==> src/rtl/eth_tx_arbiter.sv <==
// Packet-granular round-robin arbiter feeding the single MAC TX Avalon-ST stream.
// Grant is locked from SOP to EOP; output beat is registered; per-port packet and drop counters.
module eth_tx_arbiter #(
  parameter int unsigned NUM_PORTS   = 2,
  parameter int unsigned DATA_WIDTH  = 256,
  parameter int unsigned EMPTY_WIDTH = 5
) (
  input  logic                             clk,
  input  logic                             reset,
  input  logic [NUM_PORTS-1:0]             in_valid,
  input  logic [NUM_PORTS*DATA_WIDTH-1:0]  in_data,
  input  logic [NUM_PORTS-1:0]             in_sop,
  input  logic [NUM_PORTS-1:0]             in_eop,
  input  logic [NUM_PORTS-1:0]             in_error,
  input  logic [NUM_PORTS*EMPTY_WIDTH-1:0] in_empty,
  output logic [NUM_PORTS-1:0]             in_ready,
  input  logic                             tx_ready_in,
  output logic                             tx_valid_out,
  output logic                             tx_sop_out,
  output logic                             tx_eop_out,
  output logic                             tx_error_out,
  output logic [DATA_WIDTH-1:0]            tx_data_out,
  output logic [EMPTY_WIDTH-1:0]           tx_empty_out,
  output logic [NUM_PORTS*32-1:0]          pkt_cnt_out,
  output logic [15:0]                      drop_cnt_out
);

  localparam int unsigned GW = (NUM_PORTS > 1) ? $clog2(NUM_PORTS) : 1;
  localparam int unsigned CW = $clog2(NUM_PORTS + 1);

  typedef enum logic {IDLE = 1'b0, LOCKED = 1'b1} state_t;

  state_t                  state;
  logic [GW-1:0]           grant;
  logic [GW-1:0]           last_grant;

  logic [NUM_PORTS-1:0]    cand;
  logic [NUM_PORTS-1:0]    stray;
  logic                    found;
  logic [GW-1:0]           pick;
  logic [CW-1:0]           stray_n;
  logic [16:0]             drop_sum;
  logic [15:0]             drop_sat;
  logic                    sel_valid;
  logic                    sel_sop;
  logic                    sel_eop;
  logic                    sel_err;
  logic [DATA_WIDTH-1:0]   sel_data;
  logic [EMPTY_WIDTH-1:0]  sel_empty;
  logic                    out_free;
  logic                    accept;

  assign cand     = in_valid & in_sop;
  assign stray    = in_valid & ~in_sop;
  assign out_free = !tx_valid_out || tx_ready_in;
  assign accept   = (state == LOCKED) && sel_valid && out_free;
  assign drop_sum = {1'b0, drop_cnt_out} + 17'(stray_n);
  assign drop_sat = drop_sum[16] ? 16'hFFFF : drop_sum[15:0];

  // Round-robin search starting one past the last granted port.
  always_comb begin : rr_search
    found = 1'b0;
    pick  = '0;
    for (int unsigned k = 1; k <= NUM_PORTS; k++) begin
      for (int unsigned p = 0; p < NUM_PORTS; p++) begin
        if (!found && cand[p] && (p == (32'(last_grant) + k) % NUM_PORTS)) begin
          found = 1'b1;
          pick  = GW'(p);
        end
      end
    end
  end

  always_comb begin : stray_count
    stray_n = '0;
    for (int unsigned p = 0; p < NUM_PORTS; p++) begin
      stray_n = stray_n + CW'(stray[p]);
    end
  end

  always_comb begin : beat_mux
    sel_valid = 1'b0;
    sel_sop   = 1'b0;
    sel_eop   = 1'b0;
    sel_err   = 1'b0;
    sel_data  = '0;
    sel_empty = '0;
    for (int unsigned p = 0; p < NUM_PORTS; p++) begin
      if (GW'(p) == grant) begin
        sel_valid = in_valid[p];
        sel_sop   = in_sop[p];
        sel_eop   = in_eop[p];
        sel_err   = in_error[p];
        sel_data  = in_data[p*DATA_WIDTH +: DATA_WIDTH];
        sel_empty = in_empty[p*EMPTY_WIDTH +: EMPTY_WIDTH];
      end
    end
  end

  // Stray beats are sunk in IDLE; only the granted port is served while LOCKED.
  always_comb begin : ready_gen
    in_ready = '0;
    if (!reset) begin
      if (state == IDLE) begin
        in_ready = stray;
      end else begin
        for (int unsigned p = 0; p < NUM_PORTS; p++) begin
          if (GW'(p) == grant) in_ready[p] = out_free;
        end
      end
    end
  end

  always_ff @(posedge clk or posedge reset) begin : arb_seq
    if (reset) begin
      state        <= IDLE;
      grant        <= '0;
      last_grant   <= GW'(NUM_PORTS - 1);
      tx_valid_out <= 1'b0;
      tx_sop_out   <= 1'b0;
      tx_eop_out   <= 1'b0;
      tx_error_out <= 1'b0;
      tx_data_out  <= '0;
      tx_empty_out <= '0;
      pkt_cnt_out  <= '0;
      drop_cnt_out <= '0;
    end else begin
      case (state)
        IDLE: begin
          drop_cnt_out <= drop_sat;
          if (found) begin
            grant <= pick;
            state <= LOCKED;
          end
        end
        LOCKED: begin
          if (accept && sel_eop) begin
            state      <= IDLE;
            last_grant <= grant;
            for (int unsigned p = 0; p < NUM_PORTS; p++) begin
              if (GW'(p) == grant) pkt_cnt_out[p*32 +: 32] <= pkt_cnt_out[p*32 +: 32] + 32'd1;
            end
          end
        end
      endcase

      if (accept) begin
        tx_valid_out <= 1'b1;
        tx_sop_out   <= sel_sop;
        tx_eop_out   <= sel_eop;
        tx_error_out <= sel_err;
        tx_data_out  <= sel_data;
        tx_empty_out <= sel_empty;
      end else if (tx_ready_in) begin
        tx_valid_out <= 1'b0;
      end
    end
  end

endmodule
==> config.mk <==
export PLATFORM = sky130hd
export DESIGN_NAME = eth_tx_arbiter
export DESIGN_NICKNAME = d
export VERILOG_FILES = /design/src/rtl/eth_tx_arbiter.sv
export SDC_FILE = /design/constraint.sdc
export NUM_CORES = 1
export LEC_CHECK = 0
export CAP_MARGIN = 20
export CORE_AREA = 2 2 346 348
export CTS_CLUSTER_SIZE = 24
export DETAILED_ROUTE_END_ITERATION = 8
export DIE_AREA = 0 0 348 350
export GPL_ROUTABILITY_DRIVEN = 0
export PLACE_DENSITY = 0.34
export SETUP_SLACK_MARGIN = 0.5
export SYNTH_ARGS = -nofsm -noshare
export SYNTH_HDL_FRONTEND = slang
export SYNTH_SLANG_ARGS = --single-unit
==> constraint.sdc <==
create_clock -name clk -period 33.9 [get_ports clk]
set_input_delay 3.39 -clock clk [delete_from_list [all_inputs] [get_ports clk]]
set_output_delay 3.39 -clock clk [all_outputs]
set_load 0.02 [all_outputs]
# --- Yosys cells after proc, flatten, opt, wreduce, memory -nomap -nowiden ---
# Index checks and enable logic that the tools add are counted.
word_totals:
  elab_cells: 68
  input_bits: 533
  output_inout_bits: 347
  regBits: 348
classes:
  n_reduce_logical: 22
  mux: 23
  addsub: 6
  bitwise: 5
op_table:
  columns: ["cell", "n"]
  rows:
  - ["two-way mux 256 bit", 1]
  - ["adder 32 x 1 -> 32 bit (second input constant)", 2]
  - ["logical NOT 32 bit", 2]
  - ["adder 16 x 2 -> 17 bit", 1]
  - ["two-way mux 1 bit", 17]
  - ["two-way mux 16 bit", 1]
  - ["logical AND 1 bit", 10]
  - ["AND reduction 3 bit", 2]
  - ["two-way mux 5 bit", 1]
  - ["bitwise AND 2 bit", 2]
  - ["logical NOT 1 bit", 4]
  - ["two-way mux 2 bit", 2]
  - ["AND reduction 2 bit", 2]
  - ["adder 1 bit (second input constant)", 2]
  - ["adder 1 x 1 -> 2 bit", 1]
  - ["inverter 1 bit", 2]
  - ["inverter 2 bit", 1]
  - ["case mux 1 bit (2 select lines)", 1]
  - ["nonzero test 2 bit", 1]
  - ["logical OR 1 bit", 1]

# --- Depth between registers and ports, before layout ---
# Gate-level depths: netlist of run 1.
depth:
  word_depth: 18
  ltp_mapped: 9
  mapped_depth_nobuf: 8

# --- Worst setup path before layout of run 1 ---
# OpenSTA, ideal clock, no wires.
synth_path:
  path_type: "input to output"
  from: "input tx_ready_in"
  to: "output in_ready[1]"
  n_path_buf: 0
  arrival_time_ns: 4.212
  stages: 4
  path_slack_ns: 26.298
  required_time_ns: 30.510
  path_cell_list: "nor2b_1 > nor2_1 > a22oi_1 > nor2_1"
synth_via:
  elab_chain_cells: 4
synth_lines:
  columns: ["item", "line", "text"]
  rows:
  - ["from (decl)", "17", "input logic tx_ready_in,"]
  - ["logical OR 1 bit", "55", "assign out_free = !tx_valid_out || tx_ready_in;"]
  - ["two-way mux 1 bit", "108", "if (GW'(p) == grant) in_ready[p] = out_free;"]
  - ["two-way mux 2 bit", "104", "if (state == IDLE) begin"]
  - ["two-way mux 2 bit", "103", "if (!reset) begin"]
  - ["to (decl)", "16", "output logic [NUM_PORTS-1:0] in_ready,"]
# Every way passes these cells.

# --- Final worst setup path of run 1 ---
# Same ends and word-level chain as after synthesis.

==> flow_summary.yaml, run 1 <==
synth:
  synth_edf_count: 0
  synth_warnings: 0
  syn_area_um2: 16000
  synth_top_area_share_pct: 54.3
  synthCells: 1517
  syn_area_per_cell_um2: 10.5
  synth_seq_cells: 348
  synth_area_leaders: "dfrtp_1 (54%), mux2i_1 (17%), o21ai_0 (8.3%), nand2_1 (7.0%), xnor2_1 (2.8%)"
  yosysSeqAreaShare_pct: 54.5
  synth_nets: 2054
  synth_area_leader_cell: "dfrtp_1"
  ys.flop_type: "dfrtp_1"
  async_flop_share_pct: 100
  ys_types: 40
cts:
  cts_tree: "built"
  holdBufCountCts: 0
  insertion_delay_ps: 600
  cts_made_buffers: 48
  cts_setup_buffers: 0
  clk_path_buf_depth: 3
  htree_levels: 2
  cts-root-buf: "clkbuf_16"
  post_cts_resize_count: 0
  clock-sinks: 348
  clk_pin_slew_ps: 60
detailed_routing:
  routedWlPerCell_um: 20.3
  routed_wl_mm: 79.9
  drt_iter0_drc: 759
  first_pass_iters: 5
  route.detailed.drc: 0
  postRouteAntennaNets: 0
  vias: 14500
  via_per_inst: 3.67
floorplan:
  boundaryPins: 880
  die_h_um: 350
  die_w_um: 348
  dieArea_um2: 122000
  design.core.area_um2: 118000
  rows: 126
  start_util_pct: 13.6
sta:
  fmax_mhz: 114
  clock_skew_ps: 20.4
  fin_setup_tns_ps: 0
  rsz0062_at_grt: "false"
  slew_violations: 0
  setup_viol: 0
  setup_ws_ps: 25140
  hold_viol_final: 0
  slew_headroom_pct: 35.3
  worst_slew_pin_slew_ps: 971
  period_needed_ps: 8760
  period_share_pct: 25.8
global_route:
  first_global_vias: 15100
  grt_pass1_wl_mm: 110
  antenna_found_initial: 4
  gr-total-overflow: 0
  grt_max_degree: 134
  gr-usage-all-layers_pct: 12.6
placement:
  pre_cts_slack_ps: 25150
  placed_cells: 3846
  io_buffers: 879
  dpl.hpwl_mm: 64.0
  dpl-instance-area_um2: 26400
worst_hold_path:
  hold_depth: 2
  min_to: "tx_data_out[22]$_DFFE_PP0P_"
  hold_class: "flop to flop"
  min_from: "tx_data_out[22]$_DFFE_PP0P_"
cells_and_area:
  fillCellCount: 12500
  seqCellArea_um2: 8710
  multi_input_area_um2: 6820
  fin_nets: 2898
  drive_above_1_share_pct: 4.25
  design_area_um2: 28100
  postLayoutCoreUtil_pct: 23.8
  fin_cells: 3936
  area_growth_pct: 75.6
worst_setup_path:
  r2r_cells: 7
  rr_startpoint: "grant$_DFFE_PP0P_"
  path_class: "input pin to output pin"
  crit_arrival_ps: 5370
  reg2reg_slack_ps: 29900
  setup.worst_path.start_class: "input pin"
  required_ps: 30510
  rr_endpoint: "tx_data_out[123]$_DFFE_PP0P_"
  path_max_fanout: 7
  endpoint_kind: "output pin"
power_and_ir_drop:
  ir_worst_vdd_mv: 0.0514
  p_leak_nw: 11.9
  power_density_nw_per_um2: 84.5
outcome:
  status: "complete, no violations"
run:
  maxCapViolCount: 0
## cell type report
| class | count | area share [%] |
|---|---|---|
| Antenna cell | 2 | 0.0178 |
| Clock buffer | 76 | 5.05 |
| Clock inverter | 11 | 0.682 |
| Inverter | 11 | 0.174 |
| Multi-Input combinational cell | 1059 | 24.3 |
| Sequential cell | 348 | 31.0 |
| Tap cell | 1536 | 6.85 |
| Timing Repair Buffer | 893 | 31.9 |
## stage by stage
step	hold WS, ps	total power, mW
finish	474	2.37
global route	494	2.53
CTS	476	2.43
detailed placement	467	1.88
global placement	462	1.87
floorplan	522	1.27
## report_power, final
group          internal (mW)  total (mW)  switching (mW)
combinational          0.503        1.16           0.657
sequential             0.583       0.687           0.103
clock                  0.324       0.525           0.202
## placed cells by master, fill, tap and decap left out, types with 17 or more instances in the layout
cell type	netlist	final
clkbuf_1	58	18
clkbuf_16	0	49
clkdlybuf4s50_1	0	879
dfrtp_1	347	346
mux2i_1	266	266
nand2_1	297	297
nand3_1	36	35
nand4_1	23	23
nor4_1	17	17
o21ai_0	265	265
xnor2_1	51	51
xor2_1	20	20
## worst max-delay path, cell delays in order
cell	delay (ps)
clkdlybuf4s50_1	420
nor2b_1	570
nor2_1	130
a22oi_1	240
nor2_1	70
clkdlybuf4s50_1	550
## synth_stat cells (all sizes together), types with 3 or more instances
library cell	count
o21ai	265
nor3	8
inv	11
xor2	20
and3	12
buf	41
nand3	37
and4	8
and2	6
clkbuf	58
mux2	6
mux2i	266
and4b	3
xnor2	51
dfrtp	347
nor4	22
ha	3
nand4	24
nor2	12
nand2	297
nor2b	3
## worst max-delay path by stage
stage / startpoint / to / slack, ps / depth (start not counted)
after detailed placement: tx_ready_in / in_ready[1] / 25150 / 6
after CTS: tx_ready_in / in_ready[1] / 25140 / 6
after global routing: tx_ready_in / in_ready[1] / 25030 / 6
final: tx_ready_in / in_ready[1] / 25140 / 6
after floorplan: reset / drop_cnt_out[0]$_DFFE_PP0N_ / 20860 / 1
after global placement: tx_ready_in / in_ready[1] / 25150 / 6
## cells by family (layout without fill, tap and decap cells)
logic type / count (synthesis) / in the layout / synth area share, %
XOR/XNOR: 71 / 71 / 3.89
adder cells (fa/ha/maj): 4 / 4 / 0.360
AND/OR/NAND/NOR: 439 / 439 / 12.6
AO/OA/AOI/OAI: 273 / 273 / 8.64
multiplexers: 272 / 272 / 17.1
buffers and inverters: 110 / 991 / 2.94
flip-flops: 348 / 348 / 54.5
other: 0 / 2 / 0
## layer usage
| layer | vias to the layer above | global-route usage (%) | routed length [um] |
|---|---|---|---|
| li1 | 6958 | - | - |
| met1 | 6936 | 13.5 | 29300 |
| met2 | 461 | 23.3 | 42800 |
| met3 | 99 | 3.92 | 5980 |
| met4 | 2 | 3.67 | 1790 |
| met5 | - | 0 | 10 |
## state kept, by name (all words and copies together), names as in the netlist, 5 cells and up
signal and count:
tx_data_out 256, pkt_cnt_out 64, tx_empty_out 5, drop_cnt_out 16
No activity file was read; power rests on OpenSTA's default activity.
==> run 2, diff against run 1 <==
Settings changed: CORE_AREA 2 2 346 348 to 2 2 338 340, DIE_AREA 0 0 348 350 to 0 0 340 342, PLACE_DENSITY 0.34 to 0.35.
Clock period 33.9 ns to 8.88 ns, I/O delays scaled along.
==> run 2 against run 1 <==
  * Cell area down 0.42%
  * Sequential cell count is the same
  * Global-route usage up 0.12 points
  * Clock power grew to 3.6 times the previous value
  * Sequential share of layout area increased by 0.13 points
  * Combinational power grew to 3.8 times the previous value
  * Clock skew decreased by 4.2 ps
  * Routed wire length fell by 3.5%
  * Count of clock-buffer cells in the layout is 3 lower
  * Cell count down 0.74%
  * Highest routed layer unchanged
==> flow_summary.yaml, run 2 (synthesis gave the netlist of run 1 again) <==
outcome:
  status: "complete, no violations"
cts:
  post_cts_resize_count: 0
  cts_tree: "built"
  clock-sinks: 348
  htree_levels: 2
  cts_setup_buffers: 0
  clk_pin_slew_ps: 50
  holdBufCountCts: 0
  clk_path_buf_depth: 3
  cts_made_buffers: 48
  insertion_delay_ps: 590
  cts-root-buf: "clkbuf_16"
sta:
  clock_skew_ps: 16.2
  hold_viol_final: 0
  fmax_mhz: 264
  rsz0062_at_grt: "false"
  slew_headroom_pct: 30.1
  slew_violations: 0
  fin_setup_tns_ps: 0
  setup_viol: 0
  period_needed_ps: 3790
  worst_slew_pin_slew_ps: 1050
  period_share_pct: 42.7
global_route:
  grt_pass1_wl_mm: 108
  gr-usage-all-layers_pct: 12.7
  antenna_found_initial: 6
  grt_max_degree: 209
  first_global_vias: 15100
  gr-total-overflow: 0
worst_setup_path:
  rr_startpoint: "grant$_DFFE_PP0P_"
  reg2reg_slack_ps: 5350
  path_max_fanout: 7
  path_class: "input pin to output pin"
  crit_arrival_ps: 2900
  setup.worst_path.start_class: "input pin"
  rr_endpoint: "tx_data_out[209]$_DFFE_PP0P_"
  required_ps: 7990
  endpoint_kind: "output pin"
  r2r_cells: 4
  cp-startpoint: "tx_ready_in"
  crit_end: "in_ready[1]"
detailed_routing:
  drt_iter0_drc: 549
  routed_wl_mm: 77.0
  route.detailed.drc: 0
  first_pass_iters: 4
  postRouteAntennaNets: 0
  vias: 14300
  via_per_inst: 3.66
  routedWlPerCell_um: 19.7
power_and_ir_drop:
  finalPower_mw: 8.95
  power_density_nw_per_um2: 320
  p_leak_nw: 11.8
  ir_worst_vdd_mv: 0.197
cells_and_area:
  reg_top3: "tx_data_out x256, pkt_cnt_out x64, drop_cnt_out x16"
  layout.cells.most_common: "clkdlybuf4s50_1"
  final_cell_mix: "clkdlybuf4s50_1 (879), dfrtp_1 (346), nand2_1 (297)"
  largest_reg_flops: 256
  area_growth_pct: 74.8
  fin_nets: 2898
  drive_above_1_share_pct: 4.18
  top_register: "tx_data_out"
  num_antenna_cells: 0
floorplan:
  die_w_um: 340
  dieArea_um2: 116000
  die_h_um: 342
  rows: 124
  start_util_pct: 14.1
  design.core.area_um2: 113000
  boundaryPins: 880
run:
  maxCapViolCount: 0
placement:
  dpl.hpwl_mm: 60.7
  io_buffers: 879
worst_hold_path:
  hold_class: "flop to flop"
[run 2: final cells by class]
class,count,area [um2]
well taps,1512,1890
inverters,11,45.0
clock buffers,73,1390
repair buffers,893,8980
fillers,12000,85200
multi-input cells,1059,6820
clock inverters,11,113
flip-flops and latches,348,8710
[run 2: critical path: stages]
cell and delay (ps):
clkdlybuf4s50_1 430, nor2b_1 600, nor2_1 140, a22oi_1 230
nor2_1 60, clkdlybuf4s50_1 560
[run 2: worst min path at each step]
stage	from	end	slack [ps]	depth (start not counted)
floorplan	last_grant$_DFFE_PP1P_	last_grant$_DFFE_PP1P_	520	1
global placement	tx_data_out[103]$_DFFE_PP0P_	tx_data_out[103]$_DFFE_PP0P_	460	2
detailed placement	tx_data_out[39]$_DFFE_PP0P_	tx_data_out[39]$_DFFE_PP0P_	470	2
CTS	tx_data_out[117]$_DFFE_PP0P_	tx_data_out[117]$_DFFE_PP0P_	480	2
global route	tx_data_out[102]$_DFFE_PP0P_	tx_data_out[102]$_DFFE_PP0P_	490	2
finish	tx_data_out[181]$_DFFE_PP0P_	tx_data_out[181]$_DFFE_PP0P_	470	2
[run 2: metal layers]
| layer | vias up | GRT usage [%] | part of all wire (%) |
|---|---|---|---|
| met5 | - | 0 | 0.032 |
| met4 | 4 | 3.68 | 2.4 |
| met3 | 88 | 4.16 | 7.7 |
| met2 | 484 | 22.5 | 51 |
| met1 | 6787 | 14.4 | 39 |
| li1 | 6942 | - | - |
[run 2: power by group]
part           internal [mW]  switching (mW)
Combinational           1.92            2.46
Clock                   1.13           0.761
Sequential              2.23           0.456
[run 2: stage by stage]
stage                     cells  cell area [um2]  utilization, %  hold WS (ps)  setup slack [ps]
after floorplan            1517            16000               -           522              3330
after global routing       3907            27900            24.7           494              5020
after detailed placement   3822            26400            23.4           469              5000
after global placement     3822            26400            23.4           463              5090
final                      3907            27900            24.7           475              5090
after CTS                  3906            27900            24.7           481              5080
